--- config.mk ---
export PLATFORM = sky130hd
export DESIGN_NAME = layer_bias_sequencer
export DESIGN_NICKNAME = d
export VERILOG_FILES = /design/src/rtl/layer_bias_sequencer.sv
export SDC_FILE = /design/constraint.sdc
export NUM_CORES = 1
export LEC_CHECK = 0
export ABC_AREA = 1
export CELL_PAD_IN_SITES_DETAIL_PLACEMENT = 1
export CELL_PAD_IN_SITES_GLOBAL_PLACEMENT = 1
export CORE_AREA = 5 5 564 566
export DETAILED_ROUTE_END_ITERATION = 10
export DIE_AREA = 0 0 569 571
export PLACE_DENSITY_LB_ADDON = 0.1
export SKIP_CTS_REPAIR_TIMING = 1
export SLEW_MARGIN = 5
export SYNTH_ARGS = -nofsm -noshare
export SYNTH_HDL_FRONTEND = slang
export SYNTH_SLANG_ARGS = --single-unit
--- constraint.sdc ---
create_clock -name clk -period 11.1 [get_ports clk]
set_clock_uncertainty 0.15 [all_clocks]
set_input_delay 1.11 -clock clk [delete_from_list [all_inputs] [get_ports clk]]
set_output_delay 1.11 -clock clk [all_outputs]
set_load 0.02 [all_outputs]
--- src/rtl/layer_bias_sequencer.sv ---
// Sequences N_GROUPS constant bias banks into an adder tree, one group per handshake.
// Optional macro BIAS_SEQ_BYPASS_EN adds a bias_bypass input that forces zero biases.
module layer_bias_sequencer #(
  parameter int N_adder_tree = 16,
  parameter int N_GROUPS     = 4,
  parameter int GW           = $clog2(N_GROUPS)
) (
  input  logic                                clk,
  input  logic                                rst,
`ifdef BIAS_SEQ_BYPASS_EN
  input  logic                                bias_bypass,
`endif
  input  logic                                start,
  input  logic [N_GROUPS*N_adder_tree*18-1:0] bias_bank_in,
  input  logic                                acc_ready,
  input  logic                                grp_done,
  output logic [N_adder_tree*18-1:0]          bias_q,
  output logic                                bias_valid,
  output logic [GW-1:0]                       group_idx,
  output logic                                busy,
  output logic                                done
);

  localparam int            LW   = N_adder_tree * 18;
  localparam logic [GW-1:0] LAST = GW'(N_GROUPS - 1);

  typedef enum logic [2:0] {
    IDLE,
    LOAD,
    PRESENT,
    WAIT_ACC,
    FINISH
  } state_t;

  state_t          state_q, state_d;
  logic [GW-1:0]   group_idx_q, group_idx_d;
  logic            busy_q, busy_d;
  logic [LW-1:0]   bias_d;
  logic [LW-1:0]   bank_sel;
  logic            zero_bias;

`ifdef BIAS_SEQ_BYPASS_EN
  assign zero_bias = bias_bypass;
`else
  assign zero_bias = 1'b0;
`endif

  // Compare-and-select keeps every bank slice a constant part-select.
  always_comb begin
    bank_sel = '0;
    for (int g = 0; g < N_GROUPS; g++) begin
      if (group_idx_q == GW'(g)) begin
        bank_sel = bias_bank_in[g*LW +: LW];
      end
    end
  end

  always_comb begin
    state_d     = state_q;
    group_idx_d = group_idx_q;
    busy_d      = busy_q;
    bias_d      = bias_q;
    case (state_q)
      IDLE: begin
        if (start) begin
          group_idx_d = '0;
          busy_d      = 1'b1;
          state_d     = LOAD;
        end
      end
      LOAD: begin
        bias_d  = zero_bias ? '0 : bank_sel;
        state_d = PRESENT;
      end
      PRESENT: begin
        if (acc_ready) begin
          state_d = WAIT_ACC;
        end
      end
      WAIT_ACC: begin
        if (grp_done) begin
          if (group_idx_q == LAST) begin
            state_d = FINISH;
          end else begin
            group_idx_d = group_idx_q + GW'(1);
            state_d     = LOAD;
          end
        end
      end
      FINISH: begin
        busy_d      = 1'b0;
        group_idx_d = '0;
        state_d     = IDLE;
      end
      default: begin
        state_d = IDLE;
      end
    endcase
  end

  always_ff @(posedge clk or posedge rst) begin
    if (rst) begin
      state_q     <= IDLE;
      group_idx_q <= '0;
      busy_q      <= 1'b0;
      bias_q      <= '0;
    end else begin
      state_q     <= state_d;
      group_idx_q <= group_idx_d;
      busy_q      <= busy_d;
      bias_q      <= bias_d;
    end
  end

  // All outputs decode directly from flops so reset clears them immediately.
  assign bias_valid = (state_q == PRESENT);
  assign done       = (state_q == FINISH);
  assign group_idx  = group_idx_q;
  assign busy       = busy_q;

endmodule

==> results of run 1 <==
==> final timing paths <==
path | cells past startpoint | end | slack [ps] | from
min in group asynchronous | 2 | bias_q[284]$_DFFE_PP0P_ | 760 | rst
min | 2 | bias_q[4]$_DFFE_PP0P_ | 320 | bias_q[4]$_DFFE_PP0P_
max in group asynchronous | 4 | bias_q[152]$_DFFE_PP0P_ | 7930 | rst
max | 10 | bias_q[136]$_DFFE_PP0P_ | 7080 | group_idx[1]$_DFFE_PP0P_
min reg2reg | 2 | bias_q[4]$_DFFE_PP0P_ | 320 | bias_q[4]$_DFFE_PP0P_
max reg2reg | 10 | bias_q[136]$_DFFE_PP0P_ | 7080 | group_idx[1]$_DFFE_PP0P_
==> cells in the final DEF, fill, tap and decap left out <==
cell type        Yosys  layout
a21oi_1            289     289
buf_12               0       8
buf_4               38      31
bufinv_16            0       2
clkbuf_1            53      17
clkbuf_16            0      55
clkbuf_8             0      12
clkdlybuf4s50_1      0    1449
clkinv_2             2       5
clkinv_8             0       3
clkinvlp_4           0       3
dfrtp_1            294     294
diode_2              0      19
ha_4                 0       4
inv_1               10       9
inv_2                1       1
inv_6                0       2
inv_8                0       1
nand2_1           2036    2036
nand3_1            292     292
nand3_4              0       1
nor2_1             588     588
nor3_1               2       2
==> cell families after synthesis <==
| family | after synthesis | share of synthesized area, % |
|---|---|---|
| simple gates | 2919 | 51.8 |
| fa+ha+maj | 4 | 0.229 |
| flops | 294 | 33.6 |
| compound gates | 289 | 6.61 |
| buf+inv | 299 | 7.78 |
==> through the flow <==
step / util (%) / instance area [um2] / hold slack [ps] / setup slack (ps)
after floorplan: - / 21900 / 435 / 1720
after global placement: 12.9 / 40400 / 313 / 7030
after detailed placement: 12.9 / 40400 / 314 / 7010
after CTS: 13.5 / 42200 / 330 / 6960
after global routing: 13.5 / 42200 / 342 / 6840
final: 13.5 / 42200 / 325 / 7080
==> metal layers <==
layer | vias to the layer above | GRT usage, %
li1 | 14345 | -
met1 | 14155 | 15.8
met2 | 1065 | 25.1
met3 | 345 | 5.74
met4 | 182 | 1.91
met5 | - | 0
==> cell type report <==
| class | instances | area (um2) |
|---|---|---|
| Timing Repair Buffer | 1488 | 14900 |
| Multi-Input combinational cell | 3212 | 12900 |
| Inverter | 14 | 97.6 |
| Antenna cell | 19 | 47.5 |
| Clock buffer | 84 | 1610 |
| Sequential cell | 294 | 7360 |
| Tap cell | 4160 | 5200 |
| Clock inverter | 12 | 125 |
| Fill cell | 37867 | 271000 |
==> Yosys cell counts <==
| cell type | n |
|---|---|
| nand2_1 | 2036 |
| nor2_1 | 588 |
| dfrtp_1 | 294 |
| nand3_1 | 292 |
| a21oi_1 | 289 |
| buf_2 | 160 |
| clkbuf_1 | 53 |
| buf_4 | 38 |
| buf_6 | 28 |
| inv_1 | 10 |
| buf_1 | 4 |
| ha_1 | 4 |
| buf_8 | 2 |
| clkinv_2 | 2 |
| nor3_1 | 2 |
| inv_2 | 1 |
| inv_4 | 1 |
| nand3_2 | 1 |
==> state kept, by name (all words and copies together) (netlist names) <==
signal     count
state_q        3
group_idx      2
bias_q       288
busy           1
==> power breakdown <==
part,switching (uW),total [uW],internal (uW)
Clock,736,1760,1030
Combinational,4220,6360,2140
Sequential,359,1940,1580
==> tightest hold or removal path: cells and delay by family, from the launching register on <==
kind,cells,cell delay [ps]
AND/OR/NAND/NOR,2,100
flip-flops,1,340
==> impl_metrics.toml, run 1 <==
[drt]
wl_met2_mm = 117
vias = 30092
drc = 0
highest_layer = "met5"
m1WireLength_mm = 94.7
wl_per_cell_um = 25.6
drt_first_pass_iters = 5
wl_met3_mm = 21.1
wl_mm = 238
dr.first_iter.drc_count = 1229
avgViaCountPerCell = 3.24
ant_nets = 0

[outcome]
outcome = "complete, no violations"

[pwr]
power_density_mw_per_mm2 = 238
total_power_uw = 10100
vdd_drop_max_mv = 0.171
p_leak_uw = 0.0195

[grt]
grt_pass1_vias = 32892
grt_start_max_net_pins = 156
antenna_found_initial = 153
grt_pass1_wl_mm = 313
gr-usage-all-layers_pct = 14.0
grt-ovfl-total = 0

[sta]
maxSlewHeadroom_pct = 28.8
worst_slew_pin_slew_ps = 1070
drv_slew = 0
fin_crit_ps = 4020
fin_crit_sh_pct = 36.2
max_clock_freq_ghz = 0.249
rsz0062_at_grt = "false"
setup_tns_ps = 0
setup_viol = 0
hold_viol_final = 0

[floorplan]
num_io_pins = 1450
initial_core_util_pct = 6.99
fp.dieH_um = 571
dieArea_mm2 = 0.325
rows = 206
core_area_mm2 = 0.313
die_width_um = 569

[cts]
numCtsBuffers = 54
cts_root_buf = "clkbuf_16"
h-tree-depth = 2
cts_tree = "yes"
clock_latency_ps = 690
cts_buffer_depth = 3
clkSlewWorstSetupHoldPaths_ps = 60
clkSinkCount = 294

[worst_setup_path]
cp-start-kind = "register"
cp_common_cell = "nand2_1"
cp_num_buf_inv = 3
cpPeakStageDelay_ps = 750
cp-end-kind = "register"
crit_fanout = 64
worstPathCellList = "inv_1 > ha_4 > buf_4 > buf_4 > nand2_1 > nand2_1 > nand2_1 > nand2_1 > nand2_1 > nand2_1"
cpMaxStageDelayCell = "buf_4"
critPathKind = "reg -> reg"
cp_data_required_time_ps = 11550
worst_path_dominant_cell_family = "buffers and inverters"
arrival_ps = 4480

[placed_design]
port_buffers = 1449
dp_cells = 9168
dp_hpwl_mm = 188
place_congestion = 0.806

[logic_synthesis]
synth_top_area_share_pct = 34.9
yosys_warnings = 0
syn_area_mm2 = 0.0219
ys_ff_latch = 294
synthDistinctLibCells = 18
synth.area.top_cells = "nand2_1 35%, dfrtp_1 34%, nor2_1 10%"
syn_area_per_cell_um2 = 5.75
synthCells = 3805
syn-num-nets = 4966
post-synth-top-area-cell = "nand2_1"
ys_seq_area_share_pct = 33.6

[cells_and_area]
nets = 6225
instances_no_fill = 9283
drive_above_1_share_pct = 2.51
syn2layout_area_growth_pct = 92.9

[hold_path]
min_path_type = "reg -> reg"

[run]
maxCapViolCount = 0
Note: power is estimated with default switching activity, not from simulation.
==> inputs of run 2 (changes only) <==
- clock period: 11.1 -> 4.07 ns (I/O delays scaled with it)
==> run 2 against run 1 <==
Compared with the run above:
- sequential power increased to 2.7 times the previous value
- non-clock buffer count rose by 61
- final cell count up 0.75%
==> impl_metrics.toml, run 2 (synthesis results as in run 1) <==
[hold_path]
hold_end = "bias_q[3]$_DFFE_PP0P_"
min_path_cells = 5
hold_start = "bias_bank_in[867]"
min_path_type = "in -> reg"

[drt]
ant_nets = 0
vias = 30167
avgViaCountPerCell = 3.23
drc = 0
dr.first_iter.drc_count = 1358
wl_per_cell_um = 25.9
wl_mm = 242
drt_first_pass_iters = 5

[sta]
setup_tns_ps = 0
rsz0062_at_grt = "false"
layout_setup_ws_ps = 882
maxSlewHeadroom_pct = 23.6
max_clock_freq_ghz = 0.314
fin_crit_sh_pct = 78.3
setup_viol = 0
worst_slew_pin_slew_ps = 1150
drv_slew = 0
hold_viol_final = 0
fin_crit_ps = 3190

[worst_setup_path]
critPathKind = "reg -> reg"
cp_num_buf_inv = 3
worst_r2r_path_depth = 10
cpMaxStageDelayCell = "buf_4"
arrival_ps = 3600
rrSetupSlack_ps = 880
worstPathCellList = "inv_1 > ha_4 > clkinv_8 > buf_4 > nand3_1 > nand2_1 > nand2_1 > nand2_1 > nand2_1 > nand2_1"
worst_path_dominant_cell_family = "buffers and inverters"
cp_data_required_time_ps = 4480
cpPeakStageDelay_ps = 550
cp_common_cell = "nand2_1"
cp-start-kind = "register"
rr_startpoint = "group_idx[1]$_DFFE_PP0P_"
r2r_end = "bias_q[230]$_DFFE_PP0P_"
cp-end-kind = "register"
crit_fanout = 127

[cells_and_area]
multiInputGateArea_mm2 = 0.0129
mostFrequentLayoutCell = "nand2_1"
instances_no_fill = 9353
nFillCells = 37784
largest_reg_flops = 288
regMostFlops = "bias_q"
fin_util_pct = 13.7
layout_common_cells = "2036 x nand2_1, 1448 x clkdlybuf4s50_1, 588 x nor2_1"
nets = 6283
seq_area_mm2 = 0.00736
syn2layout_area_growth_pct = 96.1
drive_above_1_share_pct = 3.62

[floorplan]
core_area_mm2 = 0.313
dieArea_mm2 = 0.325
num_io_pins = 1450
initial_core_util_pct = 6.99
fp.dieH_um = 571
rows = 206
die_width_um = 569

[cts]
cts_tree = "yes"
clkSinkCount = 294
clock_latency_ps = 670
cts_root_buf = "clkbuf_16"
numCtsBuffers = 51
h-tree-depth = 2
clkSlewWorstSetupHoldPaths_ps = 70
cts_buffer_depth = 3

[placed_design]
pre_cts_slack_ps = 823
dp_cells = 9228
dp_hpwl_mm = 194
port_buffers = 1449
place_congestion = 0.789

[grt]
grt_pass1_vias = 32939
antenna_found_initial = 147
grt_start_max_net_pins = 130
gr-usage-all-layers_pct = 14.3
grt-ovfl-total = 0
grt_pass1_wl_mm = 318

[pwr]
p_leak_uw = 0.0199
vdd_drop_max_mv = 0.360
power_density_mw_per_mm2 = 647
total_power_uw = 27800

[outcome]
outcome = "complete, no violations"

[run]
maxCapViolCount = 0
## run 2: cell count changes in the layout (fill, tap and decap cells not counted), moves of 3 or more
| cell | delta |
|---|---|
| buf_12 | +21 |
| buf_4 | +40 |
| clkinv_2 | +3 |
| diode_2 | +14 |
| clkbuf_1 | -3 |
## run 2: where the power goes
group          leakage [uW]  internal, uW  total (uW)  switching [uW]
clock              0.000830          2740        4720            1980
combinational        0.0153          6150       17800           11600
sequential          0.00370          4310        5290             987
total                0.0198         13200       27800           14600
## run 2: layer usage
layer	wire length (um)	track usage, %
met5	967	0
met4	2630	1.70
met3	21500	5.83
met2	118000	25.2
met1	98400	16.5
## run 2: tightest hold or removal path, cell delays in order
cell	delay [ps]
clkdlybuf4s50_1	400
nor2_1	100
nor2_1	50
nand2_1	60
nand2_1	40
## run 2: per-stage QoR
stage,hold WS [ps],instance area [um2]
floorplan,411,21900
global placement,311,41100
detailed placement,316,41100
CTS,-46.9,42800
global route,215,42800
finish,253,42900
## run 2: layout make-up
type                    count  share of cell area, %
well taps                4160                   12.1
repair buffers           1549                   36.4
clock buffers              81                   3.66
flip-flops and latches    294                   17.1
clock inverters            10                  0.233
multi-input cells        3212                   30.0
inverters                  14                  0.219
diodes                     33                  0.192
## run 2: how the worst max path moves through the flow
stage / from / end / slack, ps / cells after the start
floorplan: rst / bias_q[0]$_DFFE_PP0P_ / -390 / 1
global placement: group_idx[1]$_DFFE_PP0P_ / bias_q[120]$_DFFE_PP0P_ / 870 / 9
detailed placement: group_idx[1]$_DFFE_PP0P_ / bias_q[120]$_DFFE_PP0P_ / 820 / 9
CTS: state_q[1]$_DFFE_PP0P_ / bias_valid / 810 / 5
global route: group_idx[1]$_DFFE_PP0P_ / bias_q[230]$_DFFE_PP0P_ / 730 / 10
finish: group_idx[1]$_DFFE_PP0P_ / bias_q[230]$_DFFE_PP0P_ / 880 / 10
